===== src/rtl/fifo_arb_pkg.sv =====
// ============================================================================
// Module   : fifo_arb_pkg
// Purpose  : Shared definitions for the FIFO read-port arbiter. It holds the
//            arbiter state encoding and the default burst and start-threshold
//            parameter values.
// Ports    : none (package)
// Revision : 1.0 - initial release
// ============================================================================
`default_nettype none

package fifo_arb_pkg;

  typedef enum logic [1:0] {
    ST_IDLE  = 2'd0,
    ST_BURST = 2'd1,
    ST_DRAIN = 2'd2
  } arb_state_t;

  localparam int DEF_BURST_MAX = 4;
  localparam int DEF_MIN_WORDS = 1;

endpackage

`default_nettype wire


===== src/rtl/rr_pick.sv =====
// ============================================================================
// Module   : rr_pick
// Purpose  : Combinational round-robin picker. It selects the first set
//            request bit at or after rr_ptr and wraps around to bit 0.
// Ports    : req    - request vector
//            rr_ptr - index with highest priority
//            grant  - one-hot selected requester (0 if none)
//            owner  - index of the selected requester
//            valid  - at least one request is set
// Revision : 1.0 - initial release
// ============================================================================
`default_nettype none

module rr_pick
  import fifo_arb_pkg::*;
#(
  parameter int NUM_REQ = 4,
  parameter int IDX_W   = (NUM_REQ > 1) ? $clog2(NUM_REQ) : 1
) (
  input  logic [NUM_REQ-1:0] req,
  input  logic [IDX_W-1:0]   rr_ptr,
  output logic [NUM_REQ-1:0] grant,
  output logic [IDX_W-1:0]   owner,
  output logic               valid
);

  always_comb begin
    logic [IDX_W-1:0] cand;
    grant = '0;
    owner = '0;
    valid = 1'b0;
    cand  = '0;
    for (int i = 0; i < NUM_REQ; i++) begin
      // Walk the request bits starting at rr_ptr. The first hit wins.
      cand = IDX_W'((int'(rr_ptr) + i) % NUM_REQ);
      if (!valid && req[cand]) begin
        valid       = 1'b1;
        owner       = cand;
        grant[cand] = 1'b1;
      end
    end
  end

endmodule

`default_nettype wire


===== src/rtl/fifo_rd_arbiter.sv =====
// ============================================================================
// Module   : fifo_rd_arbiter
// Purpose  : Shares a FIFO read port among NUM_REQ consumers. Arbitration is
//            round-robin, and each grant gives a burst of up to BURST_MAX
//            reads. The returned data is tagged with a one-hot destination.
// Ports    : clk, rst_n             - clock, async active-low reset
//            req                    - per-consumer read requests (level)
//            fifo_empty/full/words  - FIFO status
//            fifo_data              - FIFO data_out (valid 1 cycle after rd_en)
//            rd_en                  - FIFO read enable
//            gnt                    - one-hot current owner, 0 when idle
//            busy                   - high in BURST or DRAIN
//            out_valid/data/dst     - returned word and its destination
// Revision : 1.0 - initial release
// ============================================================================
`default_nettype none

module fifo_rd_arbiter
  import fifo_arb_pkg::*;
#(
  parameter int NUM_REQ   = 4,
  parameter int DATA_W    = 8,
  parameter int CNT_W     = 4,
  parameter int BURST_MAX = DEF_BURST_MAX,
  parameter int MIN_WORDS = DEF_MIN_WORDS
) (
  input  logic               clk,
  input  logic               rst_n,
  input  logic [NUM_REQ-1:0] req,
  input  logic               fifo_empty,
  input  logic               fifo_full,
  input  logic [CNT_W-1:0]   fifo_words,
  input  logic [DATA_W-1:0]  fifo_data,
  output logic               rd_en,
  output logic [NUM_REQ-1:0] gnt,
  output logic               busy,
  output logic               out_valid,
  output logic [DATA_W-1:0]  out_data,
  output logic [NUM_REQ-1:0] out_dst
);

  localparam int IDX_W  = (NUM_REQ > 1) ? $clog2(NUM_REQ) : 1;
  localparam int BEAT_W = $clog2(BURST_MAX + 1);
  localparam logic [BEAT_W-1:0] BEAT_LIM  = BEAT_W'(BURST_MAX);
  localparam logic [BEAT_W-1:0] BEAT_LAST = BEAT_W'(BURST_MAX - 1);
  localparam logic [IDX_W-1:0]  IDX_LAST  = IDX_W'(NUM_REQ - 1);

  arb_state_t         state_q, state_d;
  logic [NUM_REQ-1:0] gnt_q, gnt_d;
  logic [IDX_W-1:0]   owner_q, owner_d;
  logic [IDX_W-1:0]   rr_ptr_q, rr_ptr_d;
  logic [BEAT_W-1:0]  beat_q, beat_d;
  logic               rd_en_c;
  logic               valid_q;
  logic [NUM_REQ-1:0] dst_q;

  logic [NUM_REQ-1:0] pick_gnt;
  logic [IDX_W-1:0]   pick_owner;
  logic               pick_valid;
  logic               start_ok;

  rr_pick #(
    .NUM_REQ (NUM_REQ),
    .IDX_W   (IDX_W)
  ) u_rr_pick (
    .req    (req),
    .rr_ptr (rr_ptr_q),
    .grant  (pick_gnt),
    .owner  (pick_owner),
    .valid  (pick_valid)
  );

  // A full FIFO also qualifies a start, so a threshold larger than the counter
  // can represent still lets a grant start.
  assign start_ok = ((fifo_words >= CNT_W'(MIN_WORDS)) || fifo_full) && pick_valid;

  always_comb begin
    state_d  = state_q;
    gnt_d    = gnt_q;
    owner_d  = owner_q;
    rr_ptr_d = rr_ptr_q;
    beat_d   = beat_q;
    rd_en_c  = 1'b0;
    case (state_q)
      ST_IDLE: begin
        if (start_ok) begin
          gnt_d   = pick_gnt;
          owner_d = pick_owner;
          beat_d  = '0;
          state_d = ST_BURST;
        end
      end
      ST_BURST: begin
        // When the owner drops req or the FIFO is empty, reading stops in the
        // same cycle. This also guarantees that no read hits an empty FIFO.
        rd_en_c = req[owner_q] & ~fifo_empty & (beat_q < BEAT_LIM);
        if (rd_en_c) begin
          beat_d = beat_q + BEAT_W'(1);
          if (beat_q == BEAT_LAST) begin
            state_d = ST_DRAIN;
          end
        end else begin
          state_d = ST_DRAIN;
        end
      end
      ST_DRAIN: begin
        // The last beat returns during this cycle. gnt stays valid for it.
        state_d  = ST_IDLE;
        gnt_d    = '0;
        rr_ptr_d = (owner_q == IDX_LAST) ? '0 : owner_q + IDX_W'(1);
      end
      default: begin
        state_d = ST_IDLE;
        gnt_d   = '0;
      end
    endcase
  end

  always_ff @(posedge clk or negedge rst_n) begin
    if (!rst_n) begin
      state_q  <= ST_IDLE;
      gnt_q    <= '0;
      owner_q  <= '0;
      rr_ptr_q <= '0;
      beat_q   <= '0;
      valid_q  <= 1'b0;
      dst_q    <= '0;
    end else begin
      state_q  <= state_d;
      gnt_q    <= gnt_d;
      owner_q  <= owner_d;
      rr_ptr_q <= rr_ptr_d;
      beat_q   <= beat_d;
      valid_q  <= rd_en_c;
      dst_q    <= rd_en_c ? gnt_q : '0;
    end
  end

  assign rd_en     = rd_en_c;
  assign gnt       = gnt_q;
  assign busy      = (state_q != ST_IDLE);
  assign out_valid = valid_q;
  assign out_data  = fifo_data;
  assign out_dst   = dst_q;

endmodule

`default_nettype wire


===== config.mk =====
export PLATFORM = sky130hd
export DESIGN_NAME = fifo_rd_arbiter
export DESIGN_NICKNAME = d
export VERILOG_FILES = /design/src/rtl/fifo_arb_pkg.sv /design/src/rtl/rr_pick.sv /design/src/rtl/fifo_rd_arbiter.sv
export SDC_FILE = /design/constraint.sdc
export NUM_CORES = 1
export LEC_CHECK = 0
export ABC_AREA = 1
export CAP_MARGIN = 20
export CELL_PAD_IN_SITES_DETAIL_PLACEMENT = 1
export CELL_PAD_IN_SITES_GLOBAL_PLACEMENT = 2
export CORE_MARGIN = 2
export CORE_UTILIZATION = 26
export CTS_CLUSTER_SIZE = 12
export DETAILED_ROUTE_END_ITERATION = 6
export PLACE_DENSITY = 0.85
export SLEW_MARGIN = 30
export SYNTH_ARGS = -nofsm -noshare
export SYNTH_HDL_FRONTEND = slang
export SYNTH_HIERARCHICAL = 1
export SYNTH_SLANG_ARGS = --single-unit

===== constraint.sdc =====
create_clock -name clk -period 2.7 [get_ports clk]
set_input_delay 0.54 -clock clk [delete_from_list [all_inputs] [get_ports clk]]
set_output_delay 0.54 -clock clk [all_outputs]
set_load 0.02 [all_outputs]

==> impl_metrics.env, run 1 <==
export IMPL_p_leak_nw=0.820
export IMPL_drc_errors=0
export IMPL_final_hold_viol_count=0
export IMPL_seq_area_frac_synth_pct=34.1
export IMPL_post_cts_buffers=0
export IMPL_post_cts_resized=0
export IMPL_drt_pass1_iter_count=4
export IMPL_yosysWarnings=6
export IMPL_finClkSkew_ns=0.00674
export IMPL_slew_headroom_pct=44.7
export IMPL_dieHeight_um=75.3
export IMPL_whs_path_depth=2
export IMPL_insertion_delay_ns=0.26
export IMPL_r2r_slack_ns=0.70
export IMPL_crit_fanout=3
export IMPL_layout_commonest_cell="nand2_1"
export IMPL_rsz0062_at_grt="no"
export IMPL_grt_pass1_wl_mm=5.44
export IMPL_cts_tree="yes"
export IMPL_hold_class="reg -> reg"
export IMPL_areaGrowthSynthToFinish_pct=23.8
export IMPL_io_buffers=22
export IMPL_syn_cell_area_um2=1320
export IMPL_synth_net_count=204
export IMPL_numCtsBuffers=3
export IMPL_viasPerCell=4.39
export IMPL_grt_pass1_vias=1202
export IMPL_cts_sinks=18
export IMPL_core_um2=4820
export IMPL_period_share_pct=95.0
export IMPL_dieArea_um2=5670
export IMPL_grt_start_max_net_pins=19
export IMPL_cts_hold_buf=0
export IMPL_fin_crit_ns=2.57
export IMPL_r2r_cells=11
export IMPL_cp_start_kind="input port"
export IMPL_crit_required_ns=2.16
export IMPL_wl_met2_mm=1.57
export IMPL_drt_wl_total_mm=3.30
export IMPL_p_total_mw=1.85
export IMPL_grt_usage_pct=12.7
export IMPL_antenna_left=0
export IMPL_htree_levels=1
export IMPL_routabilityCongestion=0.791
export IMPL_clockBufferDepth=2
export IMPL_final_cell_mix="44 x nand2_1, 22 x clkdlybuf4s50_1, 21 x inv_1, 20 x nand3_1, 18 x dfrtp_1"
export IMPL_routedWlPerCell_um=12.5
export IMPL_critPathCaptureType="primary output"
export IMPL_drtIter0Drc=48
export IMPL_drive_above_1_share_pct=15.2
export IMPL_wl_met3_um=149
export IMPL_powerDensity_nw_per_um2=1130
export IMPL_crit_type="in -> out"
export IMPL_ioPinCount=39
export IMPL_fin_setup_tns_ns=0
export IMPL_ys_ff_latch=18
export IMPL_dp_hpwl_mm=2.61
export IMPL_row_count=25
export IMPL_peakVddDrop_uv=291
export IMPL_syn_mean_instance_area_um2=7.51
export IMPL_diodes=0
export IMPL_fin_nets=226
export IMPL_wl_met1_mm=1.55
export IMPL_min_from="gnt[0]$_DFFE_PN0P_"
export IMPL_cts_root_buf="clkbuf_8"
export IMPL_setup_viol=0
export IMPL_grt_overflow_total=0
export IMPL_die_w_um=75.3
export IMPL_worstReg2RegStart="rr_ptr_q[1]$_DFFE_PN0N_"
export IMPL_initial_core_util_pct=27.4
export IMPL_antenna_found_initial=0
export IMPL_path_clk_slew_ns=0.06
export IMPL_fmax_ghz=0.390
export IMPL_holdPathEnd="gnt[0]$_DFFE_PN0P_"
export IMPL_status="finished, final reports clean"
export IMPL_top_layer="met4"
export IMPL_worst_pin_slew_ns=0.826
export IMPL_maxSlewViolCount=0
export IMPL_cp_arrival_ns=2.03
export IMPL_synth_distinct_cells=22
export IMPL_drv_cap=0
export IMPL_vias=1158
export IMPL_syn_inst=176
export IMPL_r2r_end="owner_q[1]$_DFFE_PN0P_"
==> worst max-delay path, stage by stage <==
cell	delay, ns
clkdlybuf4s50_1	0.52
nand2_1	0.06
nand3_1	0.09
nand3_2	0.12
inv_1	0.09
clkdlybuf4s50_1	0.60
==> worst max path at each step <==
stage,start,to,slack (ns),cells past startpoint
after floorplan,rr_ptr_q[0]$_DFFE_PN0N_,owner_q[0]$_DFFE_PN0P_,0.71,12
after global placement,req[1],rd_en,0.12,6
after detailed placement,req[1],rd_en,0.1,6
after CTS,req[1],rd_en,0.1,6
after global routing,req[3],rd_en,0.05,6
final,req[1],rd_en,0.13,6
==> per-stage QoR <==
stage	hold slack [ns]	worst slack, ns	util (%)	area [um^2]	cells
global placement	0.498	0.120	32.8	1580	260
global route	0.552	0.0501	33.9	1640	264
CTS	0.517	0.0999	33.9	1640	264
floorplan	0.244	0.708	-	1320	176
finish	0.519	0.135	33.9	1640	264
detailed placement	0.493	0.0983	32.8	1580	260
==> cell type report <==
class	count	area, um^2
inverters	23	87.6
fillers	618	3180
flip-flops and latches	18	450
repair buffers	27	258
well taps	67	83.8
multi-input cells	125	701
clock buffers	4	55.1
==> cells by family (layout without fill, tap and decap cells) <==
| kind of cell | count (synthesis) | count (layout) | share of synthesized area, % |
|---|---|---|---|
| buffers and inverters | 33 | 54 | 12.9 |
| AND/OR/NAND/NOR | 101 | 101 | 37.4 |
| multiplexers | 2 | 2 | 1.70 |
| adder cells (fa/ha/maj) | 8 | 8 | 7.58 |
| AO/OA/AOI/OAI | 14 | 14 | 6.34 |
| flip-flops | 18 | 18 | 34.1 |
==> flip-flops by register name, summed over array words and instances (netlist names) <==
register / count
owner_q: 2
beat_q: 3
out_dst: 4
gnt: 4
rr_ptr_q: 2
state_q: 2
out_valid: 1
==> where the power goes <==
group | leakage (nW) | internal (mW) | switching [mW]
logic | 0.554 | 0.442 | 0.778
clock network | 0.0288 | 0.130 | 0.0910
registers | 0.237 | 0.351 | 0.0588
total | 0.820 | 0.922 | 0.928
==> synthesized netlist by cell type <==
cell / count / area [um^2]
nor2_2: 2 / 12.5
buf_6: 2 / 22.5
nor2_4: 1 / 11.3
o21ai_2: 1 / 8.76
nand3_2: 3 / 30.0
nand4_1: 7 / 43.8
a21boi_0: 4 / 30.0
dfrtp_1: 18 / 450
inv_1: 21 / 78.8
nand2_2: 8 / 50.1
nor2_1: 14 / 52.6
nand3_4: 1 / 17.5
mux2_2: 2 / 22.5
inv_2: 1 / 3.75
o21ai_0: 2 / 10.0
clkinv_2: 1 / 5.00
ha_1: 8 / 100
nand2_1: 44 / 165
buf_4: 8 / 60.1
a21oi_1: 7 / 35.0
nand2_4: 1 / 11.3
nand3_1: 20 / 100
==> layer usage <==
metal	vias up	track usage, %
met5	-	0
met4	0	2.92
met3	2	3.08
met2	21	20.4
met1	537	17.4
li1	598	-
(Power assumes the default switching activity.)
==> run 2: changes to the inputs <==
- ABC_CLOCK_PERIOD_IN_PS: default -> 2700
==> results of run 2 <==
Same layout as run 1: the final DEF is identical, and so are final timing and power.
==> run 3: changes to the inputs <==
- GPL_ROUTABILITY_DRIVEN: default -> 0
- RECOVER_POWER: default -> 100
==> run 3 against run 2 <==
Sequential share of layout area grew 0.19 points; sequential power is essentially flat; critical path depth unchanged; non-clock buffer count did not move; combinational power barely moved; hold slack worse by 0.0052 ns; global-route usage did not move; first-iteration DRC count is 4.2% higher; critical endpoint unchanged; largest cell class unchanged.
==> impl_metrics.env, run 3 (synthesis gave the netlist of run 1 again) <==
export IMPL_status="finished, final reports clean"
export IMPL_crit_fanout=3
export IMPL_areaGrowthSynthToFinish_pct=22.9
export IMPL_cp_arrival_ns=2.02
export IMPL_dp_cells=260
export IMPL_grt_usage_pct=12.7
export IMPL_crit_type="in -> out"
export IMPL_row_count=25
export IMPL_switchingPower_uw=920
export IMPL_dp_hpwl_mm=2.61
export IMPL_regArea_um2=450
export IMPL_fill_cells=620
export IMPL_layout_commonest_cell="nand2_1"
export IMPL_crit_buf_inv=3
export IMPL_maxSlewViolCount=0
export IMPL_path_clk_slew_ns=0.06
export IMPL_drt_wl_total_mm=3.31
export IMPL_routedWlPerCell_um=12.5
export IMPL_pwr_share_seq_pct=22.4
export IMPL_fmax_ghz=0.390
export IMPL_cts_tree="yes"
export IMPL_grt_pass1_vias=1202
export IMPL_drt_pass1_iter_count=4
export IMPL_p_total_mw=1.82
export IMPL_final_cell_count_no_fill=264
export IMPL_clockBufferDepth=2
export IMPL_worst_pin_slew_ns=0.859
export IMPL_fin_setup_tns_ns=0
export IMPL_dieArea_um2=5670
export IMPL_pwr_share_comb_pct=65.4
export IMPL_initial_core_util_pct=27.4
export IMPL_post_cts_resized=0
export IMPL_cpPeakStageDelay_ns=0.60
export IMPL_period_share_pct=95.0
export IMPL_final_cell_mix="45 x nand2_1, 21 x inv_1, 21 x nand3_1, 18 x dfrtp_1, 14 x nor2_1"
export IMPL_antenna_left=0
export IMPL_fin_nets=226
export IMPL_crit_top_cell="clkdlybuf4s50_1"
export IMPL_dieHeight_um=75.3
export IMPL_multi_input_area_um2=693
export IMPL_critPathCaptureType="primary output"
export IMPL_cp_cell_sequence="clkdlybuf4s50_1 -> nand2_1 -> nand3_1 -> nand3_2 -> inv_1 -> clkdlybuf4s50_1"
export IMPL_powerDensity_nw_per_um2=1120
export IMPL_diodes=0
export IMPL_cts_sinks=18
export IMPL_p_clk_share_pct=12.1
export IMPL_crit_slowest_cell="clkdlybuf4s50_1"
export IMPL_core_um2=4820
export IMPL_numCtsBuffers=3
export IMPL_cts_root_buf="clkbuf_8"
export IMPL_cp_start_kind="input port"
export IMPL_io_buffers=22
export IMPL_rsz0062_at_grt="no"
export IMPL_crit_required_ns=2.16
export IMPL_grt_start_max_net_pins=19
export IMPL_htree_levels=1
export IMPL_vias=1157
export IMPL_final_hold_viol_count=0
export IMPL_p_int_uw=901
export IMPL_cp_top_family="buffers and inverters"
export IMPL_ioPinCount=39
export IMPL_drc_errors=0
export IMPL_p_leak_nw=0.838
export IMPL_final_util_pct=33.7
export IMPL_setup_viol=0
export IMPL_grt_overflow_total=0
export IMPL_antenna_found_initial=0
export IMPL_finClkSkew_ns=0.00683
export IMPL_die_w_um=75.3
export IMPL_fin_crit_ns=2.56
export IMPL_switching_share_pct=50.5
export IMPL_viasPerCell=4.38
export IMPL_hold_class="reg -> reg"
export IMPL_grt_pass1_wl_mm=5.44
export IMPL_drv_cap=0
export IMPL_cts_hold_buf=0
export IMPL_drive_above_1_share_pct=13.7
export IMPL_slew_headroom_pct=42.5
export IMPL_peakVddDrop_uv=290
export IMPL_insertion_delay_ns=0.26
export IMPL_drtIter0Drc=50
export IMPL_post_cts_buffers=0
-- run 3: cell count changes in the layout (fill, tap and decap cells not counted), sizes merged --
cell | previous run | this run
clkdlybuf4s50 | 22 | 11
dlygate4sd3 | 0 | 11
buf | 5 | 4
clkbuf | 4 | 5
clkinv | 1 | 0
clkinvlp | 0 | 1
-- run 3: tightest hold or removal path, delay by kind of cell (launching register included) --
family | cells | cell delay, ns
DFF | 1 | 0.37
and+or+nand+nor | 2 | 0.11
-- run 3: path summary, 6_finish.rpt --
kind,to,start,cells past startpoint,slack [ns]
max,rd_en,req[1],6,0.14
min,gnt[0]$_DFFE_PN0P_,gnt[0]$_DFFE_PN0P_,2,0.51
max reg2reg,owner_q[1]$_DFFE_PN0P_,rr_ptr_q[1]$_DFFE_PN0N_,10,0.38
min reg2reg,gnt[0]$_DFFE_PN0P_,gnt[0]$_DFFE_PN0P_,2,0.51
max in group asynchronous,gnt[3]$_DFFE_PN0P_,rst_n,1,1.33
min in group asynchronous,beat_q[2]$_DFFE_PN0P_,rst_n,1,0.83
-- run 3: power by group through the flow --
| stage | clock (mW) | sequential, mW | combinational (mW) |
|---|---|---|---|
| 6_report | 0.221 | 0.409 | 1.19 |
| 5_1_grt | 0.242 | 0.421 | 1.34 |
| 4_1_cts | 0.229 | 0.411 | 1.24 |
| 3_5_place_dp | 0 | 0.414 | 1.23 |
| 3_3_place_gp | 0 | 0.411 | 1.21 |
| 2_1_floorplan | 0 | 0.444 | 0.855 |
-- run 3: final cells by class --
cell class | count | share of cell area, %
inverters | 23 | 5.39
well taps | 67 | 5.16
multi-input cells | 125 | 42.7
repair buffers | 27 | 15.6
flip-flops and latches | 18 | 27.7
clock buffers | 4 | 3.39
-- run 3: stage by stage --
stage	hold WS [ns]	worst slack (ns)	instance area, um^2
6_report	0.514	0.136	1620
3_3_place_gp	0.498	0.120	1580
5_1_grt	0.547	0.0508	1620
3_5_place_dp	0.493	0.0983	1580
2_1_floorplan	0.244	0.708	1320
4_1_cts	0.517	0.0999	1640
-- run 3: routing by layer --
metal | track usage, % | vias to the layer above | part of all wire, %
met2 | 20.4 | 19 | 48
met3 | 3.08 | 2 | 3.9
met4 | 2.92 | 0 | 0.79
li1 | - | 597 | -
met1 | 17.4 | 539 | 48
met5 | 0 | - | 0
